### src/rtl/nn_img_rd_if.sv
// -----------------------------------------------------------------------------
// nn_img_rd_if
// Bundles the two buses of the image-buffer read controller:
//   - buffer read port : rd_en / rd_addr out, rd_data back (combinational read)
//   - PE stream        : data / valid / last out, ready back
// Modports:
//   master : the read controller (drives strobe, address and stream)
//   slave  : the environment (image buffer + PE input)
// -----------------------------------------------------------------------------
interface nn_img_rd_if #(
    parameter int DATA_WIDTH       = 8,
    parameter int ADDR_WIDTH       = 10,
    parameter int TOTAL_DATA_WIDTH = DATA_WIDTH * 6
);
    logic                        rd_en;
    logic [ADDR_WIDTH-1:0]       rd_addr;
    logic [TOTAL_DATA_WIDTH-1:0] rd_data;
    logic [TOTAL_DATA_WIDTH-1:0] data;
    logic                        valid;
    logic                        ready;
    logic                        last;

    modport master (
        output rd_en, rd_addr, data, valid, last,
        input  rd_data, ready
    );

    modport slave (
        input  rd_en, rd_addr, data, valid, last,
        output rd_data, ready
    );
endinterface

### src/rtl/nn_img_rd.sv
// -----------------------------------------------------------------------------
// nn_img_rd
// Read-side controller for the image buffer. Walks a rows x words window with a
// row stride, issues one buffer address per cycle and streams the returned
// words to the PE array, one word per beat, at full throughput.
//
// Ports:
//   i_clk, i_rst        clock (rising edge), synchronous active-high reset
//   i_start             start a job (only looked at in IDLE)
//   i_base_addr         address of word 0 of row 0
//   i_row_len/_cnt      window size; either one 0 means an empty job
//   i_row_stride        address step between row starts
//   o_busy              job in progress
//   o_done              one-cycle pulse at job end
//   o_stall_cnt         backpressure cycle count (0 unless NN_IMG_RD_PERF_EN)
//   bus (master)        buffer read port + PE stream
//
// Optional feature macro: NN_IMG_RD_PERF_EN enables the stall counter.
// -----------------------------------------------------------------------------
module nn_img_rd #(
    parameter int DATA_WIDTH       = 8,
    parameter int ADDR_WIDTH       = 10,
    parameter int TOTAL_DATA_WIDTH = DATA_WIDTH * 6
) (
    input  logic                  i_clk,
    input  logic                  i_rst,
    input  logic                  i_start,
    input  logic [ADDR_WIDTH-1:0] i_base_addr,
    input  logic [ADDR_WIDTH-1:0] i_row_len,
    input  logic [ADDR_WIDTH-1:0] i_row_cnt,
    input  logic [ADDR_WIDTH-1:0] i_row_stride,
    output logic                  o_busy,
    output logic                  o_done,
    output logic [31:0]           o_stall_cnt,
    nn_img_rd_if.master           bus
);

    localparam logic [ADDR_WIDTH-1:0] A_ZERO = {ADDR_WIDTH{1'b0}};
    localparam logic [ADDR_WIDTH-1:0] A_ONE  = {{(ADDR_WIDTH-1){1'b0}}, 1'b1};

    typedef enum logic [1:0] {
        ST_IDLE  = 2'd0,
        ST_RUN   = 2'd1,
        ST_DRAIN = 2'd2,
        ST_DONE  = 2'd3
    } state_t;

    state_t                      state_r;
    logic [ADDR_WIDTH-1:0]       len_r;
    logic [ADDR_WIDTH-1:0]       cnt_r;
    logic [ADDR_WIDTH-1:0]       stride_r;
    logic [ADDR_WIDTH-1:0]       row_base_r;
    logic [ADDR_WIDTH-1:0]       col_r;
    logic [ADDR_WIDTH-1:0]       row_r;
    logic                        busy_r;
    logic                        done_r;
    logic [TOTAL_DATA_WIDTH-1:0] data_r;
    logic                        valid_r;
    logic                        last_r;

    logic                        issue_s;
    logic                        col_end_s;
    logic                        final_s;

    // Issue decision and window-position decode. A new word may be issued
    // whenever the output register is empty or is being drained this cycle.
    always_comb begin
        issue_s   = (state_r == ST_RUN) && (!valid_r || bus.ready);
        col_end_s = (col_r == (len_r - A_ONE));
        final_s   = col_end_s && (row_r == (cnt_r - A_ONE));
    end

    assign bus.rd_en   = issue_s;
    assign bus.rd_addr = row_base_r + col_r;   // wraps modulo 2^ADDR_WIDTH
    assign bus.data    = data_r;
    assign bus.valid   = valid_r;
    assign bus.last    = last_r;
    assign o_busy      = busy_r;
    assign o_done      = done_r;

    // Job FSM: latches job parameters, walks the window, registers busy/done.
    always_ff @(posedge i_clk) begin
        if (i_rst) begin
            state_r    <= ST_IDLE;
            len_r      <= A_ZERO;
            cnt_r      <= A_ZERO;
            stride_r   <= A_ZERO;
            row_base_r <= A_ZERO;
            col_r      <= A_ZERO;
            row_r      <= A_ZERO;
            busy_r     <= 1'b0;
            done_r     <= 1'b0;
        end else begin
            case (state_r)
                ST_IDLE: begin
                    if (i_start) begin
                        len_r      <= i_row_len;
                        cnt_r      <= i_row_cnt;
                        stride_r   <= i_row_stride;
                        row_base_r <= i_base_addr;
                        col_r      <= A_ZERO;
                        row_r      <= A_ZERO;
                        if ((i_row_len != A_ZERO) && (i_row_cnt != A_ZERO)) begin
                            state_r <= ST_RUN;
                            busy_r  <= 1'b1;
                        end else begin
                            // Empty job: nothing to read, report completion directly.
                            state_r <= ST_DONE;
                            done_r  <= 1'b1;
                        end
                    end
                end
                ST_RUN: begin
                    if (issue_s) begin
                        if (col_end_s) begin
                            col_r      <= A_ZERO;
                            row_r      <= row_r + A_ONE;
                            row_base_r <= row_base_r + stride_r;
                        end else begin
                            col_r <= col_r + A_ONE;
                        end
                        if (final_s) begin
                            state_r <= ST_DRAIN;
                        end
                    end
                end
                ST_DRAIN: begin
                    // Only the final word can be pending here.
                    if (valid_r && bus.ready && last_r) begin
                        state_r <= ST_DONE;
                        busy_r  <= 1'b0;
                        done_r  <= 1'b1;
                    end
                end
                ST_DONE: begin
                    state_r <= ST_IDLE;
                    done_r  <= 1'b0;
                end
                default: begin
                    state_r <= ST_IDLE;
                    busy_r  <= 1'b0;
                    done_r  <= 1'b0;
                end
            endcase
        end
    end

    // Stream output register: loads on issue, empties on a handshake without
    // refill, and holds data/last while the PE stalls.
    always_ff @(posedge i_clk) begin
        if (i_rst) begin
            data_r  <= {TOTAL_DATA_WIDTH{1'b0}};
            valid_r <= 1'b0;
            last_r  <= 1'b0;
        end else if (issue_s) begin
            data_r  <= bus.rd_data;
            valid_r <= 1'b1;
            last_r  <= final_s;
        end else if (valid_r && bus.ready) begin
            valid_r <= 1'b0;
            last_r  <= 1'b0;
        end else begin
            valid_r <= valid_r;
        end
    end

`ifdef NN_IMG_RD_PERF_EN
    logic [31:0] stall_cnt_r;

    // Stall counter: cleared when a job is accepted, saturating count of
    // cycles where a word waits on the PE.
    always_ff @(posedge i_clk) begin
        if (i_rst) begin
            stall_cnt_r <= 32'd0;
        end else if ((state_r == ST_IDLE) && i_start) begin
            stall_cnt_r <= 32'd0;
        end else if (valid_r && !bus.ready && (stall_cnt_r != 32'hFFFF_FFFF)) begin
            stall_cnt_r <= stall_cnt_r + 32'd1;
        end else begin
            stall_cnt_r <= stall_cnt_r;
        end
    end

    assign o_stall_cnt = stall_cnt_r;
`else
    assign o_stall_cnt = 32'd0;
`endif

endmodule
### src/flat_wrapper.sv
// flat-port wrapper written by rule: the top's interface ports become plain ports
module nn_img_rd_flat 
#(
    parameter int DATA_WIDTH       = 8,
    parameter int ADDR_WIDTH       = 10,
    parameter int TOTAL_DATA_WIDTH = DATA_WIDTH * 6
)
  (i_clk, i_rst, i_start, i_base_addr, i_row_len, i_row_cnt, i_row_stride, o_busy, o_done, o_stall_cnt, bus_rd_en, bus_rd_addr, bus_data, bus_valid, bus_last, bus_rd_data, bus_ready);
  nn_img_rd_if #(.DATA_WIDTH(DATA_WIDTH), .ADDR_WIDTH(ADDR_WIDTH), .TOTAL_DATA_WIDTH(TOTAL_DATA_WIDTH)) bus_i ();
  input  logic i_clk;
  input  logic i_rst;
  input  logic i_start;
  input  logic [ADDR_WIDTH-1:0] i_base_addr;
  input  logic [ADDR_WIDTH-1:0] i_row_len;
  input  logic [ADDR_WIDTH-1:0] i_row_cnt;
  input  logic [ADDR_WIDTH-1:0] i_row_stride;
  output logic o_busy;
  output logic o_done;
  output logic [31:0] o_stall_cnt;
  output wire logic [$bits(bus_i.rd_en)-1:0] bus_rd_en;
  output wire logic [$bits(bus_i.rd_addr)-1:0] bus_rd_addr;
  output wire logic [$bits(bus_i.data)-1:0] bus_data;
  output wire logic [$bits(bus_i.valid)-1:0] bus_valid;
  output wire logic [$bits(bus_i.last)-1:0] bus_last;
  input wire logic [$bits(bus_i.rd_data)-1:0] bus_rd_data;
  input wire logic [$bits(bus_i.ready)-1:0] bus_ready;
  assign bus_rd_en = bus_i.rd_en;
  assign bus_rd_addr = bus_i.rd_addr;
  assign bus_data = bus_i.data;
  assign bus_valid = bus_i.valid;
  assign bus_last = bus_i.last;
  assign bus_i.rd_data = bus_rd_data;
  assign bus_i.ready = bus_ready;
  nn_img_rd #(.DATA_WIDTH(DATA_WIDTH), .ADDR_WIDTH(ADDR_WIDTH), .TOTAL_DATA_WIDTH(TOTAL_DATA_WIDTH)) u_core (.i_clk(i_clk), .i_rst(i_rst), .i_start(i_start), .i_base_addr(i_base_addr), .i_row_len(i_row_len), .i_row_cnt(i_row_cnt), .i_row_stride(i_row_stride), .o_busy(o_busy), .o_done(o_done), .o_stall_cnt(o_stall_cnt), .bus(bus_i));
endmodule
### config.mk
export PLATFORM = sky130hd
export DESIGN_NAME = nn_img_rd_flat
export DESIGN_NICKNAME = d
export VERILOG_FILES = /design/src/rtl/nn_img_rd_if.sv /design/src/rtl/nn_img_rd.sv /design/src/flat_wrapper.sv
export SDC_FILE = /design/constraint.sdc
export NUM_CORES = 1
export LEC_CHECK = 0
export ABC_AREA = 1
export BUFFER_PORTS_ARGS = -buffer_cell sky130_fd_sc_hd__buf_2
export CAP_MARGIN = 20
export CORE_UTILIZATION = 50
export DETAILED_ROUTE_END_ITERATION = 8
export GPL_ROUTABILITY_DRIVEN = 0
export PLACE_DENSITY = 0.76
export SLEW_MARGIN = 20
export SYNTH_ARGS = -nofsm -noshare
export SYNTH_HDL_FRONTEND = slang
export SYNTH_SLANG_ARGS = --single-unit
export TNS_END_PERCENT = 20
### constraint.sdc
create_clock -name i_clk -period 3.5 [get_ports i_clk]
set_input_delay 0.175 -clock i_clk [delete_from_list [all_inputs] [get_ports i_clk]]
set_output_delay 0.175 -clock i_clk [all_outputs]
set_load 0.05 [all_outputs]
# Word level (Yosys, flattened, before mapping)
# Index checks and enable logic that the tools add are counted.
# W data, S select, Z words.
totals:
  ff_bits: 114
  wordCells: 78
classes:
  n_addsub: 6
  eq_ne: 12
  mux: 28
  reduce_logical: 20
op_table:
  columns: ["op", "n"]
  rows:
  - ["$mux W10", 8]
  - ["$pmux W10 S2", 3]
  - ["$add A10 B1 Y10 const B", 2]
  - ["$add A10 B10 Y10", 2]
  - ["$eq A10 B10 Y1", 2]
  - ["$reduce_bool A10 Y1", 2]
  - ["$sub A10 B1 Y10 const B", 2]
  - ["$reduce_and A4 Y1", 4]
  - ["$mux W2", 5]
  - ["$mux W1", 9]
  - ["$ne A2 B1 Y1 const B", 4]
  - ["$pmux W2 S4", 1]
  - ["$ne A2 B2 Y1 const B", 3]
  - ["$reduce_bool A2 Y1", 3]
  - ["$logic_and A1 B1 Y1", 5]
  - ["$eq A2 B2 Y1 const B", 2]
  - ["$pmux W1 S3", 1]
  - ["$reduce_and A3 Y1", 1]
  - ["$reduce_bool A3 Y1", 1]
  - ["$eq A2 B1 Y1 const B", 1]
  - ["$logic_not A2 Y1", 1]
  - ["$pmux W1 S2", 1]
  - ["$reduce_and A2 Y1", 1]
  - ["$logic_not A1 Y1", 1]
  - ["$logic_or A1 B1 Y1", 1]

# Logic depth before layout (Yosys ltp)
# Gate-level depths: netlist of run 1.
logic_depth:
  word_depth: 6
  ltp_mapped: 16
  mapped_depth_nobuf: 16

# Worst setup path after synthesis of run 1
# Ideal clock, no wire load.
synth_path:
  path_kind: "reg2out"
  startpoint: "register u_core.col_r[0]"
  endpoint: "output port bus_rd_addr[8]"
  t_arrival_ps: 2534
  required_ps: 3325
  path_slack_ps: 791
  stages_incl_launch_ff: 12
  path_buffers: 0
  path_cell_list: "dfxtp_1 -> ha_1 -> inv_1 -> fa_1 -> o21ai_0 -> nand2_1 -> nand2_1 -> nand2_1 -> nand2_1 -> a21oi_1 -> o21bai_1 -> xor2_1"
synth_between:
  elab_chain_cells: 1
synth_rtl:
  columns: ["item", "line", "source"]
  rows:
  - ["start, declared", "nn_img_rd.sv:53", "logic [ADDR_WIDTH-1:0] col_r;"]
  - ["start signal, assigned", "nn_img_rd.sv:120", "col_r <= col_r + A_ONE;"]
  - ["$add A10 B10 Y10", "nn_img_rd.sv:74", "assign bus.rd_addr = row_base_r + col_r;"]
  - ["end, declared", "flat_wrapper.sv:21", "output wire logic [$bits(bus_i.rd_addr)-1:0] bus_rd_addr;"]
# No other way between the ends.

# Worst setup path after layout of run 1
# Same ends and word-level chain as after synthesis.

==> reports/qor.csv, run 1 <==
metric;value;unit
status;completed;
cts_buffers;17;
via_per_inst;5.04;
timing.rr.start;u_core.state_r[1];
critPathRequiredTime;3.32;ns
drt_iter0_drc;390;
diodes;0;
worst_slew_pin_slew;0.500;ns
die-area;13200;µm²
vdd_drop_max;0.000542;V
dpl.hpwl;11300;µm
root_buffer;clkbuf_16;
synthArstFlopShare;0;%
cp_max_fo;5;
start_util;52.2;%
fill_cells;1040;
syn_avg_cell_area;6.82;µm²
routed_wl;17300;µm
ys_seq_area_share;35.8;%
crit_type;flip-flop to output pin;
cts_tree;built;
numPortBuffers;154;
hold_class;input pin to flip-flop;
rsz0062_at_grt;no;
grt_first_pass_wirelength;28500;µm
synth_edf_count;0;
timing.critical_path.to_type;output pin;
ctsHtreeMaxLevel;4;
synth.distinct_cells;41;
slew_violations;0;
preCtsSetupSlack;0.972;ns
setup_viol;0;
fin_nets;1245;
multi_input_area;3530;µm²
rr_worst_depth;13;
clock.fmax;336;MHz
cts_buffer_depth;2;
grt_usage;27.4;%
dieWidth;115;µm
hold_depth;3;
arrival;2.80;ns
p_per_area;847;nW/µm²
core;12200;µm²
insertion_delay;0.42;ns
synth_ff_type;dfxtp_1;
drc_errors;0;
maxSlewHeadroom;66.7;%
grt_max_degree;54;
pin_count;187;
fin_setup_tns;0;ns
drtAntennaViolNets;0;
grt_remaining_overflow;0;
postCtsSetupBuffers;0;
r2r_setup_slack;1.17;ns
ys_seq_elements;114;
syn_inst;935;
wire_per_inst;13.2;µm
clkSlewWorstSetupHoldPaths;0.05;ns
antenna_found_initial;0;
fp.dieH;115;µm
cp_cell_sequence;ha_1, inv_1, fa_1, o21ai_0, nand2_1, nand2_1, nand2_1, nand2_1, a21oi_1, o21bai_1, xor2_1, buf_2;
via_count;6579;
cpMostUsedCell;nand2_1;
grt_pass1_vias;6126;
hold_end;u_core.stride_r[0];
finalCritPeriodShare;85.0;%
layout-drive-gt1-share;18.8;%
seqCellArea;2280;µm²
cpPeakStageDelay;0.45;ns
syn2layout_area_growth;28.2;%
skew;0.0122;ns
yosys_warnings;0;
min-delay-start;i_row_stride[0];
hold_viol;0;
core.rowCount;40;
cap_violations;0;
rr_endpoint;u_core.col_r[9];
start_kind;flip-flop;
power.leakage;4.06;nW
slowest_stage;fa_1;
setup_slack;0.526;ns
clock_sinks;114;
finalWorstPathRequiredPeriod;2.97;ns
first_pass_iters;4;
synth_area;6380;µm²
[critical path: cells and delay by family, from the launching register on]
kind	cells	cell delay (ns)
adders and majority gates	2	0.68
AOI/OAI and AO/OA	3	0.54
DFF	1	0.40
buffers and inverters	2	0.34
and+or+nand+nor	4	0.29
xor gates and xnor gates	1	0.15
[metrics by stage]
stage	util, %	hold slack, ns	cells	total power (W)	instance area (µm²)
after floorplan	-	0.310	966	0.00448	6500
after global placement	58.3	0.394	1227	0.00509	7120
after detailed placement	58.3	0.402	1227	0.00512	7120
after CTS	67.0	0.00559	1306	0.00691	8180
after global routing	67.0	0.0225	1306	0.00737	8180
final	67.0	0.0241	1306	0.00693	8180
[flip-flops by register name, indices dropped and copies added, names as in the netlist, 2 cells and up]
name	count
u_core.len_r	10
u_core.row_r	10
u_core.col_r	10
u_core.state_r	2
u_core.cnt_r	10
u_core.bus.data	48
u_core.stride_r	10
u_core.row_base_r	10
[cell type report]
cell class	count	area share (%)
clock buffer	18	5.37
clock inverter	14	1.90
inverter	71	3.30
multi-input combinational	713	43.2
sequential	114	27.9
tap	168	2.57
timing repair buffer	208	15.8
[synthesized netlist by cell type, types with 2 or more instances]
library cell / instances / area [µm²]
nand2_2: 4 / 25.0
inv_1: 66 / 248
a31oi_1: 4 / 25.0
ha_1: 26 / 325
o21ai_0: 96 / 480
nor2_2: 2 / 12.5
nor4_1: 4 / 25.0
inv_2: 3 / 11.3
nor2_1: 193 / 724
or2_2: 2 / 12.5
buf_6: 4 / 45.0
clkbuf_1: 23 / 86.3
nor3b_1: 2 / 15.0
buf_4: 32 / 240
o21bai_1: 3 / 22.5
xor2_1: 21 / 184
nand3_1: 56 / 280
nor3_1: 13 / 65.1
xnor2_1: 16 / 140
nand4_1: 5 / 31.3
nand2_1: 172 / 646
buf_2: 7 / 35.0
nand3b_1: 3 / 22.5
a21oi_1: 47 / 235
fa_1: 2 / 40.0
dfxtp_1: 114 / 2280
[power breakdown]
part | internal, W | switching (W)
logic | 0.000878 | 0.00242
clock network | 0.00108 | 0.000658
registers | 0.00166 | 0.000245
[placed cells by master (no fill, tap or decap), types with 3 or more instances in the layout]
cell / netlist / final
nor4_1: 4 / 4
a31oi_1: 4 / 4
nand4_1: 5 / 5
clkinv_2: 1 / 3
nor2_1: 193 / 192
inv_6: 0 / 4
o21bai_1: 3 / 3
dlygate4sd3_1: 0 / 47
nor3_1: 13 / 13
clkinv_4: 0 / 4
nand3b_1: 3 / 3
clkbuf_16: 0 / 17
xor2_1: 21 / 21
buf_4: 32 / 7
nand2_1: 172 / 172
dfxtp_1: 114 / 114
inv_2: 3 / 4
nor2_2: 2 / 3
a21oi_1: 47 / 47
nand3_1: 56 / 56
inv_1: 66 / 65
xnor2_1: 16 / 16
o21ai_0: 96 / 96
nand2_2: 4 / 4
buf_2: 7 / 154
ha_1: 26 / 26
conb_1: 1 / 32
[layer usage]
metal / GRT usage, % / vias up / wire length [µm]
met3: 6.43 / 29 / 1150
met2: 47.3 / 251 / 8270
met1: 32.6 / 2969 / 7450
met5: 0 / - / 0
li1: - / 3330 / -
met4: 11.6 / 0 / 418
[repair_timing]
item | CTS | global route
endpoints found under the hold margin | 47 | 0
resized for setup | 0 | 0
setup endpoints to repair | 0 | 0
hold buffers | 47 | 0
[worst max path at each step]
stage | from | endpoint | cells after the start
after global placement | u_core.col_r[0] | bus_rd_addr[8] | 12
after floorplan | u_core.col_r[0] | bus_rd_addr[8] | 11
final | u_core.col_r[0] | bus_rd_addr[8] | 12
after CTS | u_core.col_r[0] | bus_rd_addr[8] | 12
after detailed placement | u_core.col_r[0] | bus_rd_addr[8] | 12
after global routing | u_core.col_r[0] | bus_rd_addr[8] | 12
[kinds of logic after synthesis]
family | share of synthesized area, %
and+or+nand+nor | 30.1
AOI/OAI and AO/OA | 12.5
buffers and inverters | 10.7
DFF | 35.8
xor gates and xnor gates | 5.08
adders and majority gates | 5.73
other | 0.0588
(Power assumes the default switching activity.)
==> run 2, diff against run 1 <==
- CORE_UTILIZATION: 50 -> 47
- PLACE_DENSITY: 0.76 -> 0.74
- clock period: 3.5 -> 2.6 ns (I/O delays scaled with it)
==> run 2 against run 1 <==
  * Cell count rose by 2.2%
  * Sequential cell count did not move
  * Critical endpoint is now bus_rd_addr[7]
  * Die area rose by 6.3%
  * Sequential share of layout area fell by 0.72 points
==> reports/qor.csv, run 2 (synthesized netlist as in run 1, its figures left out) <==
metric;value;unit;change
layout_commonest_cell;nor2_1;;
hold_end;u_core.len_r[2];;
die-area;14000;µm²;+6.3%
fin_area;8430;µm²;+3.0%
cp_max_fo;5;;unchanged
slew_violations;0;;unchanged
power_frac_clock;24.6;%;-0.4 points
core;13200;µm²;+8.4%
layout-drive-gt1-share;19.8;%;+0.95 points
cp_cell_sequence;ha_1, a21o_1, a31oi_1, o21ai_1, nand2_1, nand2_1, a21oi_1, xnor2_1, buf_4;;
rr_endpoint;u_core.row_base_r[8];;
vdd_drop_max;0.000764;V;+41%
clkSlewWorstSetupHoldPaths;0.05;ns;about the same
start_kind;flip-flop;;
clock_sinks;114;;unchanged
p_per_area;1110;nW/µm²;+32%
comb_power_share;48.2;%;+0.6 points
insertion_delay;0.42;ns;about the same
fin_nets;1266;;+1.7%
largest_reg_flops;48;;unchanged
ctsHtreeMaxLevel;4;;unchanged
hold_viol;0;;unchanged
first_pass_iters;5;;+1
postCtsSetupBuffers;0;;unchanged
sw_frac_of_total;47.8;%;-0.14 points
cts_buffers;17;;unchanged
cap_violations;0;;unchanged
drt_iter0_drc;372;;-4.6%
cts_buffer_depth;2;;unchanged
fin_setup_tns;0;ns;unchanged
grt_pass1_vias;6117;;-0.15%
core.rowCount;42;;+5.0%
worst_slew_pin_slew;0.661;ns;+0.161 ns
power;0.00940;W;+36%
pin_count;187;;unchanged
timing.critical_path.to_type;output pin;;
cpMostUsedCell;nand2_1;;
finalCritPeriodShare;94.7;%;
top_layer_used;met4;;
wl_met1;7660;µm;+2.8%
final_util;63.7;%;-3.3 points
cpPeakStageDelay;0.37;ns;-0.08 ns
root_buffer;clkbuf_16;;
crit_type;flip-flop to output pin;;
syn2layout_area_growth;32.1;%;
hold_class;input pin to flip-flop;;
r2r_setup_slack;0.46;ns;-0.71 ns
fill_cells;1148;;+10%
grt_remaining_overflow;0;;unchanged
critPathRequiredTime;2.47;ns;-0.85 ns
status;completed;;
cts_tree;built;;
switching_power;0.00449;W;+35%
dpl.hpwl;11400;µm;+0.50%
wl_met3;1370;µm;+19%
place_area;7180;µm²;+0.88%
mostFrequentLayoutCells;nor2_1, nand2_1, buf_2, dfxtp_1, o21ai_0;;
grt_usage;25.3;%;-2.1 points
power.leakage;4.16;nW;+2.4%
antenna_found_initial;1;;+1
setup_slack;0.138;ns;-0.388 ns
wire_per_inst;13.1;µm;-1.0%
maxSlewHeadroom;55.9;%;-11 points
grt_max_degree;51;;-5.6%
numPortBuffers;154;;unchanged
internal-power;0.00491;W;+36%
dieWidth;119;µm;+3.1%
start_util;48.2;%;-4.1 points
diodes;0;;unchanged
hold_depth;3;;unchanged
clock.fmax;406;MHz;
min-delay-start;i_row_len[2];;
routed_wl;17500;µm;+1.2%
drc_errors;0;;unchanged
rsz0062_at_grt;yes;;
skew;0.00490;ns;-0.00732 ns
grt_first_pass_wirelength;28300;µm;-0.48%
dr_wl_met2;8080;µm;-2.2%
fp.dieH;119;µm;+3.1%
rr_worst_depth;10;;-3
preCtsSetupSlack;0.0959;ns;-0.876 ns
via_per_inst;4.97;;-1.3%
drtAntennaViolNets;0;;unchanged
finalWorstPathRequiredPeriod;2.46;ns;
setup_viol;0;;unchanged
via_count;6639;;+0.91%
seqPwrFrac;27.3;%;about the same
slowest_stage;ha_1;;
timing.rr.start;u_core.row_base_r[0];;
crit_family;compound AO/OA/AOI/OAI gates;;
path_buf_inv;1;;-1
crit_start;u_core.col_r[2];;
arrival;2.33;ns;-0.47 ns
==> run 2: how the worst max path moves through the flow <==
stage / endpoint / cells past startpoint
3_5_place_dp: bus_rd_addr[8] / 12
2_1_floorplan: bus_rd_addr[6] / 9
4_1_cts: bus_rd_addr[7] / 9
6_report: bus_rd_addr[7] / 9
3_3_place_gp: bus_rd_addr[8] / 12
5_1_grt: bus_rd_addr[7] / 9
==> run 2: per-layer routing <==
layer	vias up	track usage [%]
li1	3368	-
met1	2989	30.5
met2	246	41.7
met3	36	7.77
met4	0	10.7
met5	-	0
==> run 2: final cells by class <==
class	instances	area [µm²]	share of cell area, %
clock buffer	18	429	5.09
clock inverter	14	158	1.87
inverter	71	270	3.21
multi-input combinational	713	3560	42.2
sequential	114	2290	27.2
tap	176	220	2.61
timing repair buffer	229	1500	17.8
==> run 2: power by group through the flow <==
stage                     Clock [W]  Combinational [W]  Sequential, W
final                       0.00231            0.00453        0.00256
after global routing        0.00243            0.00497        0.00262
after detailed placement          0            0.00438        0.00255
after CTS                   0.00234            0.00447        0.00254
after global placement            0            0.00434        0.00255
after floorplan                   0            0.00257        0.00347
==> run 2: worst min-delay path: stages <==
cell	delay, ns
buf_2	0.08
o21ai_0	0.08
a21oi_1	0.10
==> run 2: timing repair <==
item,in CTS,in global routing
setup endpoints to repair,2,3
resized for setup,10,8
hold buffers,62,0
pin swaps,4,2
cloned,0,0
hold endpoints to repair,62,0
==> run 2: through the flow <==
step                hold slack, ns  instances
floorplan                    0.265        966
global placement             0.350       1241
detailed placement           0.356       1241
CTS                        0.00155       1335
global route                0.0331       1335
finish                     0.00973       1335
==> run 3, diff against run 2 <==
- MAX_ROUTING_LAYER: not set -> met4
- SLEW_MARGIN: 20 -> not set
==> run 3 against run 2 <==
  * Die area unchanged
  * Clock-buffer cell count unchanged
  * Routed wire length about the same
  * Critical endpoint unchanged
  * Largest cell class unchanged
  * Critical path type unchanged
  * Register-to-register slack about the same
==> reports/qor.csv, run 3 (synthesized netlist as in run 1, its figures left out) <==
metric;value;unit;change
cpMostUsedCell;nand2_1;;
layout-drive-gt1-share;19.8;%;unchanged
wire_per_inst;13.1;µm;-0.11%
fin_setup_tns;0;ns;unchanged
finalCritPeriodShare;94.4;%;-0.27 points
drt_iter0_drc;380;;+2.2%
clkSlewWorstSetupHoldPaths;0.05;ns;about the same
hold_viol;0;;unchanged
routed_wl;17500;µm;about the same
pin_count;187;;unchanged
vdd_drop_max;0.000762;V;-0.15%
clock_sinks;114;;unchanged
skew;0.00656;ns;+0.00166 ns
grt_pass1_vias;6109;;-0.13%
timing.critical_path.to_type;output pin;;
insertion_delay;0.42;ns;about the same
cts_buffer_depth;2;;unchanged
drtAntennaViolNets;0;;unchanged
start_util;48.2;%;unchanged
cp_cell_sequence;ha_1, a21o_1, a31oi_1, o21ai_1, nand2_1, nand2_1, a21oi_1, xnor2_1, buf_4;;
cts_buffers;17;;unchanged
sw_frac_of_total;47.8;%;about the same
seqPwrFrac;27.3;%;about the same
root_buffer;clkbuf_16;;
hold_depth;3;;unchanged
timing.rr.start;u_core.row_base_r[0];;
switching_power;0.00449;W;-0.13%
slowest_stage;ha_1;;
grt_remaining_overflow;0;;unchanged
cp_max_fo;5;;unchanged
grt_usage;26.0;%;+0.74 points
core;13200;µm²;unchanged
arrival;2.33;ns;about the same
grt_first_pass_wirelength;28300;µm;unchanged
r2r_setup_slack;0.45;ns;about the same
worst_slew_pin_slew;0.655;ns;-0.00596 ns
slew_violations;0;;unchanged
via_count;6640;;+0.015%
path_buf_inv;1;;unchanged
internal-power;0.00491;W;about the same
setup_viol;0;;unchanged
fill_cells;1148;;unchanged
hold_class;input pin to flip-flop;;
postCtsSetupBuffers;0;;unchanged
rsz0062_at_grt;yes;;
critPathRequiredTime;2.47;ns;about the same
finalWorstPathRequiredPeriod;2.46;ns;-0.00694 ns
clock.fmax;407;MHz;+0.28%
fin_nets;1266;;unchanged
p_per_area;1110;nW/µm²;-0.11%
crit_type;flip-flop to output pin;;
largest_reg_flops;48;;unchanged
place_area;7180;µm²;unchanged
final_cells;1337;;+0.15%
start_kind;flip-flop;;
cap_violations;0;;unchanged
cts_tree;built;;
syn2layout_area_growth;32.2;%;about the same
power.leakage;4.16;nW;about the same
rr_endpoint;u_core.row_base_r[8];;
rr_worst_depth;10;;unchanged
fin_area;8440;µm²;about the same
mostFrequentLayoutCells;nor2_1, nand2_1, buf_2, dfxtp_1, o21ai_0;;
power;0.00939;W;about the same
dieWidth;119;µm;unchanged
first_pass_iters;5;;unchanged
min-delay-start;i_row_len[3];;
status;completed;;
numPortBuffers;154;;unchanged
grt_max_degree;51;;unchanged
comb_power_share;48.2;%;about the same
dpl.hpwl;11400;µm;unchanged
via_per_inst;4.97;;-0.13%
layout_commonest_cell;nor2_1;;
drc_errors;0;;unchanged
fp.dieH;119;µm;unchanged
dpl.cell_count;1241;;unchanged
core.rowCount;42;;unchanged
antenna_found_initial;1;;unchanged
maxSlewHeadroom;56.3;%;+0.40 points
die-area;14000;µm²;unchanged
power_frac_clock;24.5;%;about the same
hold_end;u_core.len_r[3];;
crit_family;compound AO/OA/AOI/OAI gates;;
cpPeakStageDelay;0.37;ns;about the same
ctsHtreeMaxLevel;4;;unchanged
[run 3: cell types whose count changed in the layout (fill, tap and decap cells not counted)]
cell,change
diode_2,+2
[run 3: per-layer routing]
layer / share of wire (%) / wire, µm / track usage (%) / up-vias
li1: - / - / - / 3377
met1: 45 / 7800 / 30.9 / 2987
met2: 46 / 8120 / 41.7 / 246
met3: 7.4 / 1290 / 7.38 / 30
met4: 1.7 / 295 / 10.2 / 0
met5: 0 / 0 / - / -
[run 3: worst max-delay path by stage]
stage | from | endpoint | slack (ns) | cells after the start
2_1_floorplan | u_core.col_r[0] | bus_rd_addr[6] | 0.15 | 9
3_3_place_gp | u_core.col_r[0] | bus_rd_addr[8] | 0.19 | 12
3_5_place_dp | u_core.col_r[0] | bus_rd_addr[8] | 0.1 | 12
4_1_cts | u_core.col_r[2] | bus_rd_addr[7] | 0.004 | 9
5_1_grt | u_core.col_r[2] | bus_rd_addr[7] | -0.04 | 9
6_report | u_core.col_r[2] | bus_rd_addr[7] | 0.14 | 9
[run 3: cell type report]
class                   instances  area (µm²)  share of cell area, %
diodes                          2        5.00                 0.0593
repair buffers                229        1500                   17.8
inverters                      71         270                   3.20
clock inverters                14         158                   1.87
clock buffers                  18         429                   5.09
multi-input cells             713        3560                   42.2
flip-flops and latches        114        2290                   27.2
well taps                     176         220                   2.61
[run 3: power by group through the flow]
stage / sequential (W) / clock, W / combinational [W]
after CTS: 0.00254 / 0.00234 / 0.00447
after detailed placement: 0.00255 / 0 / 0.00438
after global routing: 0.00262 / 0.00244 / 0.00497
final: 0.00257 / 0.00230 / 0.00452
after floorplan: 0.00347 / 0 / 0.00257
after global placement: 0.00255 / 0 / 0.00434
[run 3: tightest hold or removal path: stages]
cell and delay [ns]:
buf_2 0.09, o21ai_0 0.07, a21oi_1 0.10
[run 3: repair_timing]
item / 4_1_cts / 5_1_grt
hold endpoints to repair: 62 / 0
gates resized for setup: 10 / 8
hold buffers: 62 / 0
pin swaps: 4 / 2
setup endpoints to repair: 2 / 3
[run 3: per-stage QoR]
stage / hold slack [ns] / worst slack, ns / util (%)
floorplan: 0.265 / 0.148 / -
global placement: 0.350 / 0.185 / 54.2
detailed placement: 0.356 / 0.0959 / 54.2
CTS: 0.00155 / 0.00401 / 63.5
global route: 0.0319 / -0.0398 / 63.7
finish: 0.0122 / 0.145 / 63.7
